### config.mk
export PLATFORM = sky130hd
export DESIGN_NAME = labeled_wr_queue
export DESIGN_NICKNAME = d
export VERILOG_FILES = /design/src/rtl/labeled_q_pkg.sv /design/src/rtl/labeled_slot.sv /design/src/rtl/labeled_wr_queue.sv
export SDC_FILE = /design/constraint.sdc
export NUM_CORES = 1
export LEC_CHECK = 0
export BUFFER_PORTS_ARGS = -buffer_cell sky130_fd_sc_hd__buf_2
export CAP_MARGIN = 20
export CORE_MARGIN = 2
export CORE_UTILIZATION = 62
export CTS_CLUSTER_SIZE = 25
export DETAILED_ROUTE_END_ITERATION = 10
export PLACE_DENSITY = 0.87
export SLEW_MARGIN = 30
export SYNTH_ARGS = -nofsm -noshare
export SYNTH_HDL_FRONTEND = slang
export SYNTH_SLANG_ARGS = --single-unit
### constraint.sdc
create_clock -name clk -period 6.02 [get_ports clk]
set_input_delay 0.602 -clock clk [delete_from_list [all_inputs] [get_ports clk]]
set_output_delay 0.602 -clock clk [all_outputs]
set_load 0.005 [all_outputs]
### src/rtl/labeled_q_pkg.sv
// Shared constants and occupancy typing for the labeled write queue.
// Label encoding: 0 = L (low), 1 = H (high).
package labeled_q_pkg;

    localparam logic LBL_L      = 1'b0;
    localparam logic LBL_H      = 1'b1;
    localparam int   DATA_W_DEF = 8;
    localparam int   DEPTH_DEF  = 4;

    typedef enum logic [1:0] {
        OCC_EMPTY,
        OCC_PARTIAL,
        OCC_FULL
    } occ_e;

    function automatic occ_e occ_of(input int cnt, input int depth);
        if (cnt == 0)
            return OCC_EMPTY;
        else if (cnt >= depth)
            return OCC_FULL;
        else
            return OCC_PARTIAL;
    endfunction

endpackage

### src/rtl/labeled_slot.sv
// One queue entry: a label bit plus payload, written on enqueue and scrubbed
// back to L/0 when popped so no H residue is left behind.
module labeled_slot
    import labeled_q_pkg::*;
#(
    parameter int DATA_W = DATA_W_DEF
) (
    input  logic              clk,
    input  logic              rst,
    input  logic              wr_en,
    input  logic              wr_lbl,
    input  logic [DATA_W-1:0] wr_data,
    input  logic              scrub,
    output logic              lbl,
    output logic [DATA_W-1:0] data
);

    logic              lbl_q, lbl_d;
    logic [DATA_W-1:0] data_q, data_d;

    // A write and a scrub never target the same slot in one cycle; write wins anyway.
    always_comb begin
        lbl_d  = lbl_q;
        data_d = data_q;
        if (wr_en) begin
            lbl_d  = wr_lbl;
            data_d = wr_data;
        end else if (scrub) begin
            lbl_d  = LBL_L;
            data_d = '0;
        end
    end

    always_ff @(posedge clk) begin
        if (rst) begin
            lbl_q  <= LBL_L;
            data_q <= '0;
        end else begin
            lbl_q  <= lbl_d;
            data_q <= data_d;
        end
    end

    assign lbl  = lbl_q;
    assign data = data_q;

endmodule

### src/rtl/labeled_wr_queue.sv
// FIFO of labeled write requests feeding a downstream label-change register.
// Control state is label-free; only slot contents carry the request label.
module labeled_wr_queue
    import labeled_q_pkg::*;
#(
    parameter int DATA_W = DATA_W_DEF,
    parameter int DEPTH  = DEPTH_DEF
) (
    input  logic                     clk,
    input  logic                     rst,
    input  logic                     in_valid,
    output logic                     in_ready,
    input  logic                     in_lbl,
    input  logic [DATA_W-1:0]        in_data,
    input  logic                     out_stall,
    output logic                     out_w_en,
    output logic                     out_lbl,
    output logic [DATA_W-1:0]        out_data,
    output logic [$clog2(DEPTH):0]   count
);

    localparam int PW = $clog2(DEPTH);
    localparam int CW = PW + 1;

    logic [PW-1:0] head_q, head_d;
    logic [PW-1:0] tail_q, tail_d;
    logic [CW-1:0] count_q, count_d;
    occ_e          occ;
    logic          push;
    logic          pop;

    logic [DEPTH-1:0]  slot_lbl;
    logic [DATA_W-1:0] slot_data [DEPTH];

    // Handshakes depend only on registered occupancy (plus reset), never on in_valid.
    always_comb begin
        occ      = occ_of(int'(count_q), DEPTH);
        in_ready = !rst && (occ != OCC_FULL);
        out_w_en = !rst && (occ != OCC_EMPTY) && !out_stall;
        push     = in_valid && in_ready;
        pop      = out_w_en;

        head_d  = head_q;
        tail_d  = tail_q;
        count_d = count_q;
        if (push)
            tail_d = tail_q + PW'(1);
        if (pop)
            head_d = head_q + PW'(1);
        case ({push, pop})
            2'b10:   count_d = count_q + CW'(1);
            2'b01:   count_d = count_q - CW'(1);
            default: count_d = count_q;
        endcase

        out_lbl  = LBL_L;
        out_data = '0;
        if (!rst && (occ != OCC_EMPTY)) begin
            out_lbl  = slot_lbl[head_q];
            out_data = slot_data[head_q];
        end
    end

    always_ff @(posedge clk) begin
        if (rst) begin
            head_q  <= '0;
            tail_q  <= '0;
            count_q <= '0;
        end else begin
            head_q  <= head_d;
            tail_q  <= tail_d;
            count_q <= count_d;
        end
    end

    for (genvar i = 0; i < DEPTH; i++) begin : g_slot
        labeled_slot #(
            .DATA_W (DATA_W)
        ) u_slot (
            .clk     (clk),
            .rst     (rst),
            .wr_en   (push && (tail_q == PW'(i))),
            .wr_lbl  (in_lbl),
            .wr_data (in_data),
            .scrub   (pop && (head_q == PW'(i))),
            .lbl     (slot_lbl[i]),
            .data    (slot_data[i])
        );
    end

    assign count = count_q;

endmodule
Word-level counts from Yosys, hierarchy flattened:

Index checks and enable logic that the tools add are counted.

* logic and storage cells: 77
* flip-flop bits (word level): 43
* output and inout port bits: 14
* input bits: 13

* order comparisons: 3
* equality and inequality tests: 9
* reductions and logical operators: 23
* muxes and demuxes: 26
* add/subtract/negate cells: 4
* bitwise logic cells: 1

Operators by type and width (number)
* 8-bit two-way mux: 11
* 8-bit binary-select mux with 2-bit select: 1
* 1-bit logical AND: 12
* 2-bit nonzero test: 6
* 2-bit == test (second input constant): 5
* 1-bit two-way mux: 10
* 2-bit by 1-bit == test with 1-bit output (second input constant): 3
* 3-bit >= comparator (second input constant): 2
* 3-bit case mux with 2 select lines: 1
* 2-bit by 1-bit adder with 2-bit output (second input constant): 2
* 2-bit logical NOT: 2
* 2-bit two-way mux: 2
* 3-bit by 1-bit adder with 3-bit output (second input constant): 1
* 3-bit logical NOT: 1
* 2-bit by 3-bit less-than comparator with 1-bit output (second input constant): 1
* 2-bit inverter with 3-bit output: 1
* 3-bit by 1-bit subtractor with 3-bit output (second input constant): 1
* 1-bit binary-select mux with 2-bit select: 1
* 1-bit logical NOT: 2
* 2-bit inequality test (second input constant): 1

Depth between registers and ports, before layout:

Gate-level depths: netlist of the first run.

* word-level depth: 9
* depth in mapped cells: 11
* depth with buffers taken out: 9

Modules after synthesis:

A second synthesis of the first run with hierarchy kept.

* cells, all modules: 241
* area, all modules: 2603.7 µm²

By module, submodules not included
* labeled_slot: instances 4, cells an instance 41, area an instance 432.9 µm²
* labeled_wr_queue: instances 1, cells an instance 77, area an instance 872.1 µm²

Worst setup path before layout of the first run:

No wires, ideal clock.

* path kind: input-to-reg
* from: in rst
* to: reg count_q[2], in the netlist count[2]
* data required time: 5950 ps
* path buffers: 2
* data arrival time: 2572 ps
* path slack: 3378 ps
* cell stages on the path: 10
* setup time: 70 ps
* cell sequence: buf_2 buf_2 or3_1 inv_1 ha_1 inv_1 fa_1 xor2_1 or3_1 a21oi_1

* word-level cells in the longest chain between the ends: 5
* elaborated cells on any way between the ends: 9

RTL lines
* start, declared: RTL line labeled_wr_queue.sv:10 `input logic rst,`
* 1-bit logical NOT *: RTL line labeled_wr_queue.sv:39 `out_w_en = !rst && (occ != OCC_EMPTY) && !out_stall;`
* 1-bit logical AND * (2 in series): RTL line labeled_wr_queue.sv:39
* via out_w_en: RTL line labeled_wr_queue.sv:16 `output logic out_w_en,`
* 2-bit by 1-bit == test with 1-bit output or 2-bit == test (tied branches): RTL line labeled_wr_queue.sv:50 `case ({push, pop})`
* 3-bit case mux with 2 select lines or 2-bit nonzero test (tied branches)
* end signal, assigned: RTL line labeled_wr_queue.sv:72 `count_q <= count_d;`
* end, declared: RTL line labeled_wr_queue.sv:27 `logic [CW-1:0] count_q, count_d;`

The timed path passes the listed nets; every way through them passes the cells marked *.
A chain may end at the register's enable or synchronous reset.

Worst setup path after layout of the first run:

* from: reg head_q[0]
* to: out out_data[2]

* word-level cells in the longest chain between the ends: 5

RTL lines
* start, declared: RTL line labeled_wr_queue.sv:25 `logic [PW-1:0] head_q, head_d;`
* start signal, assigned: RTL line labeled_wr_queue.sv:66 `head_q <= '0;`
* start signal, assigned: RTL line labeled_wr_queue.sv:70 `head_q <= head_d;`
* 2-bit inverter with 3-bit output (not written as such): RTL line labeled_wr_queue.sv:60 `out_data = slot_data[head_q];`
* 8-bit binary-select mux with 2-bit select: RTL line labeled_wr_queue.sv:60
* 8-bit two-way mux (not written as such) (2 in series): RTL line labeled_wr_queue.sv:60
* 8-bit two-way mux: RTL line labeled_wr_queue.sv:58 `if (!rst && (occ != OCC_EMPTY)) begin`
* end, declared: RTL line labeled_wr_queue.sv:18 `output logic [DATA_W-1:0] out_data,`

Every way passes these cells. The select of a mux whose other input is x is not followed.

==> results.py, run 1 <==
metrics = {
    "cts": {
        "cts_setup_buffers": 0,
        "htree_num_levels": 2,
        "cts_sinks": 43,
        "clock_path_buffers": 2,
        "numCtsBuffers": 5,
        "tritoncts": "yes",
        "hold_buffers": 0,
        "clk_latency_ns": 0.34,
        "cts_resized": 0,
        "clk_pin_slew_ns": 0.12,
        "cts_root_buf": "clkbuf_4",
    },
    "hold_path": {
        "hold_end": "g_slot[0].u_slot.data[6]",
        "min_path_cells": 2,
        "min-delay-start": "g_slot[0].u_slot.data[6]",
        "hold_path.class": "reg2reg",
    },
    "global_route": {
        "first_global_vias": 1704,
        "grt_antenna_before_repair": 0,
        "grt_max_degree": 54,
        "grt-ovfl-total": 0,
        "grt_pass1_wl_mm": 7.96,
        "grt.total_usage_pct": 25.1,
    },
    "logic_synthesis": {
        "ys_seq_area_share_pct": 38.6,
        "syn_inst": 239,
        "syn_area_mm2": 0.00223,
        "synth_top_area_cell": "dfxtp_1",
        "syn_nets": 262,
        "yosysWarnings": 0,
        "synth.area.top_cells": "dfxtp_1 (39%), o41ai_1 (14%), mux4_2 (9.1%)",
        "ys_ff_latch": 43,
        "ys_types": 26,
        "synth_top_area_share_pct": 38.6,
        "postSynthAreaPerCell_um2": 9.33,
    },
    "worst_setup_path": {
        "reg2reg_depth": 9,
        "ff2ff_setup_slack_ns": 3.51,
        "worstSetupEndpointType": "output pin",
        "slowest_delay_ns": 0.80,
        "cp_top_family": "flip-flops",
        "crit_start": "head_q[0]",
        "cp_num_buf_inv": 1,
        "critical_path_class": "reg2out",
        "worstReg2RegStart": "count[2]",
        "worstPathCellList": "mux4_2, nor2b_1, buf_2",
        "r2r_end": "count[2]",
        "cp.required_ns": 5.42,
        "setup.worst_path.start_class": "flip-flop",
        "slowest_stage": "dfxtp_1",
        "crit_fanout": 14,
        "critPathArrivalTime_ns": 2.01,
    },
    "final_layout": {
        "fin_nets": 280,
        "nFillCells": 265,
        "drive_gt1_share_pct": 21.4,
        "n_antenna_cell": 0,
        "final_cell_mix": "inv_1 (46), dfxtp_1 (43), nand2_1 (37)",
        "final_common_cell": "inv_1",
        "syn_to_final_growth_pct": 10.8,
    },
    "floorplanning": {
        "row_count": 21,
        "dieArea_mm2": 0.00409,
        "initial_core_util_pct": 65.8,
        "ioPinCount": 27,
        "chipHeight_um": 64.0,
        "chipWidth_um": 64.0,
        "design.core.area_mm2": 0.00339,
    },
    "timing": {
        "slew_headroom_pct": 52.2,
        "fin_crit_sh_pct": 43.4,
        "fin_worst_skew_ns": 0.00507,
        "final.setup.tns_ns": 0,
        "fmax_mhz": 382,
        "finalMaxSlewViolations": 0,
        "hold_viol": 0,
        "period_minus_slack_ns": 2.62,
        "rsz0062_at_grt": "false",
        "tightest_slew_ns": 0.716,
        "fin_ws_ns": 3.40,
        "setup_viol": 0,
    },
    "outcome": {
        "status": "finished clean",
    },
    "route": {
        "vias": 1691,
        "drc_errors": 0,
        "ant_nets": 0,
        "wirelength_mm": 4.41,
        "vias_per_cell": 5.58,
        "wl_per_cell_um": 14.6,
        "drt_iter0_markers": 119,
        "firstDrtPassIters": 4,
    },
    "power_and_ir_drop": {
        "p_leak_uw": 0.000915,
        "p_per_area_mw_per_mm2": 240,
        "vdd_drop_max_uv": 130,
    },
    "placed_design": {
        "dpl.hpwl_mm": 2.91,
        "place_ws_ns": 3.03,
        "port_buffers": 26,
        "place_congestion": 0.774,
    },
    "flow_run": {
        "max_cap_violations": 0,
    },
}
layer usage:
layer  global-route usage, %  share of wire (%)  up-vias
li1                        -                  -      863
met1                    32.6                 42      769
met2                    40.9                 50       50
met3                    5.81                6.4        9
met4                    8.70                1.8        0
met5                       0                  0        -
kinds of logic (layout without fill, tap and decap cells):
kind of cell / after synthesis / count (layout) / share of synthesized area (%)
AO/OA/AOI/OAI: 43 / 43 / 15.9
XOR/XNOR: 3 / 3 / 1.18
adder cells (fa/ha/maj): 10 / 10 / 5.95
buffers and inverters: 65 / 83 / 11.9
flip-flops: 43 / 43 / 38.6
multiplexers: 10 / 10 / 9.53
AND/OR/NAND/NOR: 65 / 65 / 16.9
synthesized netlist by cell type (all sizes together):
cell type,count
xor2,2
o21ai,3
mux4,9
nor3,1
or3,2
fa,1
clkbuf,3
dfxtp,43
nand2,37
nor4b,4
o41ai,36
ha,9
inv,46
a21oi,2
mux2i,1
buf,16
o211ai,2
or2,1
xnor2,1
nor2,6
nor4bb,4
nor2b,10
flip-flops by register name, indices dropped and copies added, names as in the netlist:
signal	cells
count	3
g_slot.u_slot.data	32
g_slot.u_slot.lbl	4
head_q	2
tail_q	2
through the flow:
step,power (uW),util [%],std cells,instance area [um^2],hold WS [ns]
final,593,72.9,303,2470,0.468
after global routing,631,72.9,303,2470,0.479
after CTS,597,72.3,303,2450,0.471
after detailed placement,428,70.2,296,2380,0.453
after global placement,422,70.2,296,2380,0.448
after floorplan,398,-,239,2230,0.439
cell type report:
| type | instances | area, um^2 | share of cell area [%] |
|---|---|---|---|
| clock buffer | 6 | 41.3 | 1.67 |
| clock inverter | 1 | 30.0 | 1.22 |
| sequential | 43 | 861 | 34.8 |
| inverter | 46 | 173 | 6.99 |
| tap | 46 | 57.6 | 2.33 |
| multi-input combinational | 131 | 1150 | 46.4 |
| timing repair buffer | 30 | 163 | 6.58 |
worst reg2reg max path: cells and delay by family, from the launching register on:
family                   cells  cell delay (ns)
AO/OA/AOI/OAI                1             0.14
XOR/XNOR                     1             0.16
adder cells (fa/ha/maj)      2             0.55
buffers and inverters        2             0.16
flip-flops                   1             0.60
AND/OR/NAND/NOR              3             0.84
report_power, final:
part           switching [uW]  leakage, uW  internal, uW
clock network            85.1    0.0000383          85.7
logic                    54.1     0.000527          48.6
registers                18.7     0.000350           301
total                     158     0.000915           436
worst max-delay path by stage:
stage                        to  slack [ns]  cells past startpoint
global placement       count[2]        3.13                      9
floorplan              count[2]        3.38                     10
CTS                 out_data[2]        3.38                      3
detailed placement     count[2]        3.03                      9
finish              out_data[2]        3.40                      3
global route        out_data[2]        3.29                      3
No activity file was read; power rests on OpenSTA's default activity.
==> run 2, diff against run 1 <==
--- a/config.mk
+++ b/config.mk
@@ -8,10 +8,10 @@
 export BUFFER_PORTS_ARGS = -buffer_cell sky130_fd_sc_hd__buf_2
 export CAP_MARGIN = 20
 export CORE_MARGIN = 2
-export CORE_UTILIZATION = 62
+export CORE_UTILIZATION = 57
 export CTS_CLUSTER_SIZE = 25
 export DETAILED_ROUTE_END_ITERATION = 10
-export PLACE_DENSITY = 0.87
+export PLACE_DENSITY = 0.81
 export SLEW_MARGIN = 30
 export SYNTH_ARGS = -nofsm -noshare
 export SYNTH_HDL_FRONTEND = slang
==> constraint.sdc (replaced) <==
create_clock -name clk -period 2.7 [get_ports clk]
set_input_delay 0.27 -clock clk [delete_from_list [all_inputs] [get_ports clk]]
set_output_delay 0.27 -clock clk [all_outputs]
set_load 0.005 [all_outputs]
==> results.py, run 2 (synthesized netlist as in run 1, its figures left out) <==
metrics = {
    "route": {
        "drc_errors": 0,
        "ant_nets": 0,
        "vias_per_cell": 5.54,
        "wl_per_cell_um": 14.9,
        "wirelength_mm": 4.64,
        "firstDrtPassIters": 4,
        "drt_iter0_markers": 127,
        "vias": 1724,
    },
    "timing": {
        "finalMaxSlewViolations": 0,
        "fmax_mhz": 444,
        "setup_viol": 0,
        "tightest_slew_ns": 0.678,
        "fin_crit_sh_pct": 83.5,
        "fin_worst_skew_ns": 0.00525,
        "slew_headroom_pct": 54.8,
        "final.setup.tns_ns": 0,
        "rsz0062_at_grt": "false",
        "hold_viol": 0,
        "period_minus_slack_ns": 2.25,
    },
    "worst_setup_path": {
        "reg2reg_depth": 9,
        "worstPathCellList": "nor3_4, or3_1, inv_1, ha_1, inv_1, fa_1, xor2_1, or3_1, a21oi_1",
        "worstReg2RegStart": "count[0]",
        "r2r_end": "count[2]",
        "critPathArrivalTime_ns": 2.48,
        "slowest_delay_ns": 0.42,
        "ff2ff_setup_slack_ns": 0.45,
        "cp_top_family": "simple AND/OR/NAND/NOR gates",
        "slowest_stage": "dfxtp_1",
        "setup.worst_path.start_class": "flip-flop",
        "worstSetupEndpointType": "flip-flop",
        "crit_fanout": 8,
        "critical_path_class": "reg2reg",
        "cp_num_buf_inv": 2,
        "cp.required_ns": 2.93,
    },
    "global_route": {
        "grt_max_degree": 52,
        "first_global_vias": 1704,
        "grt_pass1_wl_mm": 8.05,
        "grt-ovfl-total": 0,
        "grt_antenna_before_repair": 0,
        "grt.total_usage_pct": 24.6,
    },
    "hold_path": {
        "min-delay-start": "in_data[4]",
        "min_path_cells": 3,
        "hold_path.class": "in2reg",
        "hold_end": "g_slot[3].u_slot.data[4]",
    },
    "final_layout": {
        "n_antenna_cell": 0,
        "drive_gt1_share_pct": 23.6,
        "final_cell_mix": "inv_1 (46), dfxtp_1 (43), nand2_1 (37)",
        "fin_nets": 285,
        "largest_register_ffs": 32,
        "finalNonFillerCells": 311,
        "syn_to_final_growth_pct": 13.7,
        "final_common_cell": "inv_1",
    },
    "power_and_ir_drop": {
        "vdd_drop_max_uv": 312,
        "p_leak_uw": 0.000956,
        "total_power_uw": 1460,
        "p_per_area_mw_per_mm2": 575,
    },
    "placed_design": {
        "port_buffers": 26,
        "place_congestion": 0.730,
        "dpl.hpwl_mm": 2.97,
        "placed_cells": 303,
    },
    "floorplanning": {
        "ioPinCount": 27,
        "chipHeight_um": 66.6,
        "design.core.area_mm2": 0.00372,
        "initial_core_util_pct": 60.0,
        "row_count": 22,
        "chipWidth_um": 66.6,
        "dieArea_mm2": 0.00443,
    },
    "cts": {
        "cts_root_buf": "clkbuf_8",
        "cts_sinks": 43,
        "htree_num_levels": 2,
        "tritoncts": "yes",
        "hold_buffers": 0,
        "clk_latency_ns": 0.30,
        "clk_pin_slew_ns": 0.08,
        "clock_path_buffers": 2,
        "cts_setup_buffers": 0,
        "numCtsBuffers": 5,
        "cts_resized": 0,
    },
    "flow_run": {
        "max_cap_violations": 0,
    },
    "outcome": {
        "status": "finished clean",
    },
}
[run 2: layout make-up]
type,count,area [um^2]
fill,313,1180
multi-input combinational,131,1130
sequential,43,861
timing repair buffer,35,198
inverter,46,173
clock buffer,6,82.6
tap,48,60.1
clock inverter,2,35.0
[run 2: through the flow]
step | worst slack [ns] | area [um^2] | utilization (%) | hold slack [ns]
3_3_place_gp | 0.527 | 2420 | 65.1 | 0.445
3_5_place_dp | 0.459 | 2420 | 65.1 | 0.450
2_1_floorplan | 0.390 | 2230 | - | 0.373
6_report | 0.446 | 2540 | 68.3 | 0.203
4_1_cts | 0.438 | 2540 | 68.3 | 0.203
5_1_grt | 0.303 | 2540 | 68.3 | 0.206
[run 2: how the worst max path moves through the flow]
stage | start | to | slack, ns | cells after the start
global placement | count[0] | count[2] | 0.53 | 9
detailed placement | count[0] | count[2] | 0.46 | 9
CTS | count[0] | count[2] | 0.44 | 9
finish | count[0] | count[2] | 0.45 | 9
global route | count[0] | count[2] | 0.30 | 9
floorplan | rst | count[2] | 0.39 | 10
[run 2: routing by layer]
metal | GRT usage [%] | wire (um) | part of all wire [%]
met5 | 0 | 0 | 0
met1 | 30.8 | 2060 | 44
met2 | 41.6 | 2300 | 50
met3 | 4.05 | 188 | 4.1
met4 | 10.5 | 89 | 1.9
[run 2: power by group]
| part | total, uW | internal, uW | switching, uW |
|---|---|---|---|
| sequential | 709 | 672 | 37.8 |
| combinational | 235 | 111 | 124 |
| clock | 516 | 299 | 217 |
[run 2: tightest hold or removal path, cell delays in order]
cell and delay, ns:
buf_2 0.11, nand2_1 0.05, o41ai_1 0.05
==> run 3, diff against run 2 <==
==> constraint.sdc (replaced) <==
create_clock -name clk -period 2.3 [get_ports clk]
set_input_delay 0.23 -clock clk [delete_from_list [all_inputs] [get_ports clk]]
set_output_delay 0.23 -clock clk [all_outputs]
set_load 0.005 [all_outputs]
==> results.py, run 3 (synthesized netlist as in run 1, its figures left out) <==
metrics = {
    "floorplanning": {
        "row_count": 22,
        "dieArea_mm2": 0.00443,
        "chipWidth_um": 66.6,
        "ioPinCount": 27,
        "chipHeight_um": 66.6,
        "design.core.area_mm2": 0.00372,
        "initial_core_util_pct": 60.0,
    },
    "route": {
        "vias": 1737,
        "wirelength_mm": 4.66,
        "drc_errors": 0,
        "wl_per_cell_um": 14.9,
        "drt_iter0_markers": 147,
        "vias_per_cell": 5.55,
        "firstDrtPassIters": 5,
        "ant_nets": 0,
    },
    "worst_setup_path": {
        "worstPathCellList": "buf_4, mux4_2, nor2b_1, buf_2",
        "slowest_delay_ns": 0.65,
        "slowest_stage": "dfxtp_1",
        "critPathArrivalTime_ns": 1.93,
        "setup.worst_path.start_class": "flip-flop",
        "worstSetupEndpointType": "output pin",
        "crit_fanout": 11,
        "critical_path_class": "reg2out",
        "reg2reg_depth": 9,
        "cp.required_ns": 2.07,
    },
    "flow_run": {
        "max_cap_violations": 0,
    },
    "placed_design": {
        "place_congestion": 0.772,
        "port_buffers": 26,
        "dpl.hpwl_mm": 3.07,
        "place_ws_ns": 0.120,
    },
    "hold_path": {
        "hold_path.class": "in2reg",
        "min_path_cells": 3,
    },
    "cts": {
        "numCtsBuffers": 5,
        "clk_latency_ns": 0.30,
        "tritoncts": "yes",
        "cts_sinks": 43,
        "clock_path_buffers": 2,
        "htree_num_levels": 2,
        "clk_pin_slew_ns": 0.08,
        "cts_root_buf": "clkbuf_8",
        "hold_buffers": 0,
    },
    "final_layout": {
        "n_antenna_cell": 0,
        "largest_register_ffs": 32,
        "final_cell_mix": "inv_1 (46), dfxtp_1 (42), nand2_1 (37)",
        "final_common_cell": "inv_1",
        "fin_nets": 288,
        "drive_gt1_share_pct": 24.5,
        "syn_to_final_growth_pct": 14.2,
    },
    "power_and_ir_drop": {
        "total_power_uw": 1610,
        "vdd_drop_max_uv": 495,
        "seq_power_share_pct": 50.9,
        "p_leak_uw": 0.000964,
        "p_comb_share_pct": 19.1,
        "pwr-share-clk_pct": 30.0,
        "p_int_uw": 1170,
        "sw_frac_of_total_pct": 27.4,
        "p_switching_uw": 442,
        "p_per_area_mw_per_mm2": 632,
    },
    "timing": {
        "period_minus_slack_ns": 2.16,
        "setup_viol": 0,
        "fmax_mhz": 463,
        "finalMaxSlewViolations": 0,
        "fin_ws_ns": 0.141,
        "slew_headroom_pct": 52.8,
        "fin_crit_sh_pct": 93.9,
        "tightest_slew_ns": 0.705,
        "final.setup.tns_ns": 0,
        "hold_viol": 0,
        "fin_worst_skew_ns": 0.00689,
        "rsz0062_at_grt": "false",
    },
    "global_route": {
        "grt_antenna_before_repair": 0,
        "grt.total_usage_pct": 23.7,
        "first_global_vias": 1643,
        "grt-ovfl-total": 0,
        "grt_pass1_wl_mm": 7.69,
        "grt_max_degree": 33,
    },
    "outcome": {
        "status": "finished clean",
    },
}
==> run 3: cell types whose count changed in the layout (fill, tap and decap cells not counted), sizes merged <==
cell,change
bufinv,-1
buf,+3
==> run 3: power by group through the flow <==
stage	registers, uW	logic, uW	clock network (uW)
finish	820	307	483
global route	826	340	521
CTS	820	307	487
detailed placement	837	306	0
global placement	835	295	0
floorplan	832	210	0
==> run 3: path summary, 6_finish.rpt <==
kind,start,end,slack [ns]
worst min-delay path,in_data[6],g_slot[2].u_slot.data[6],0.17
worst min register to register,g_slot[0].u_slot.data[2],g_slot[0].u_slot.data[2],0.46
worst max-delay path,head_q[1],out_data[6],0.14
worst max register to register,count[0],count[2],0.15
==> run 3: worst max-delay path, delay by kind of cell (launching register included) <==
kind / cells / cell delay (ns)
simple gates: 1 / 0.13
flops: 1 / 0.65
buf+inv: 2 / 0.37
mux: 1 / 0.48
==> run 3: routing by layer <==
metal	track usage, %	up-vias	share of wire, %
li1	-	883	-
met1	30.2	792	45
met2	38.4	54	48
met3	6.08	8	5.3
met4	9.18	0	1.4
met5	0	-	0
==> run 3: what timing repair did <==
item	in CTS	in global routing
endpoints found under the setup margin	0	1
buffers inserted	0	0
resized for setup	0	1
==> run 3: through the flow <==
stage	hold slack (ns)	util, %	instances	instance area, um^2
2_1_floorplan	0.333	-	239	2230
3_3_place_gp	0.450	65.7	306	2440
3_5_place_dp	0.454	66.0	306	2450
4_1_cts	0.165	68.3	313	2540
5_1_grt	0.172	68.6	313	2550
6_report	0.166	68.6	313	2550
==> run 3: layout make-up <==
class	instances	area, um^2
Clock buffer	6	82.6
Clock inverter	1	5.00
Fill cell	301	1170
Inverter	46	173
Multi-Input combinational cell	131	1150
Sequential cell	43	862
Tap cell	48	60.1
Timing Repair Buffer	38	220
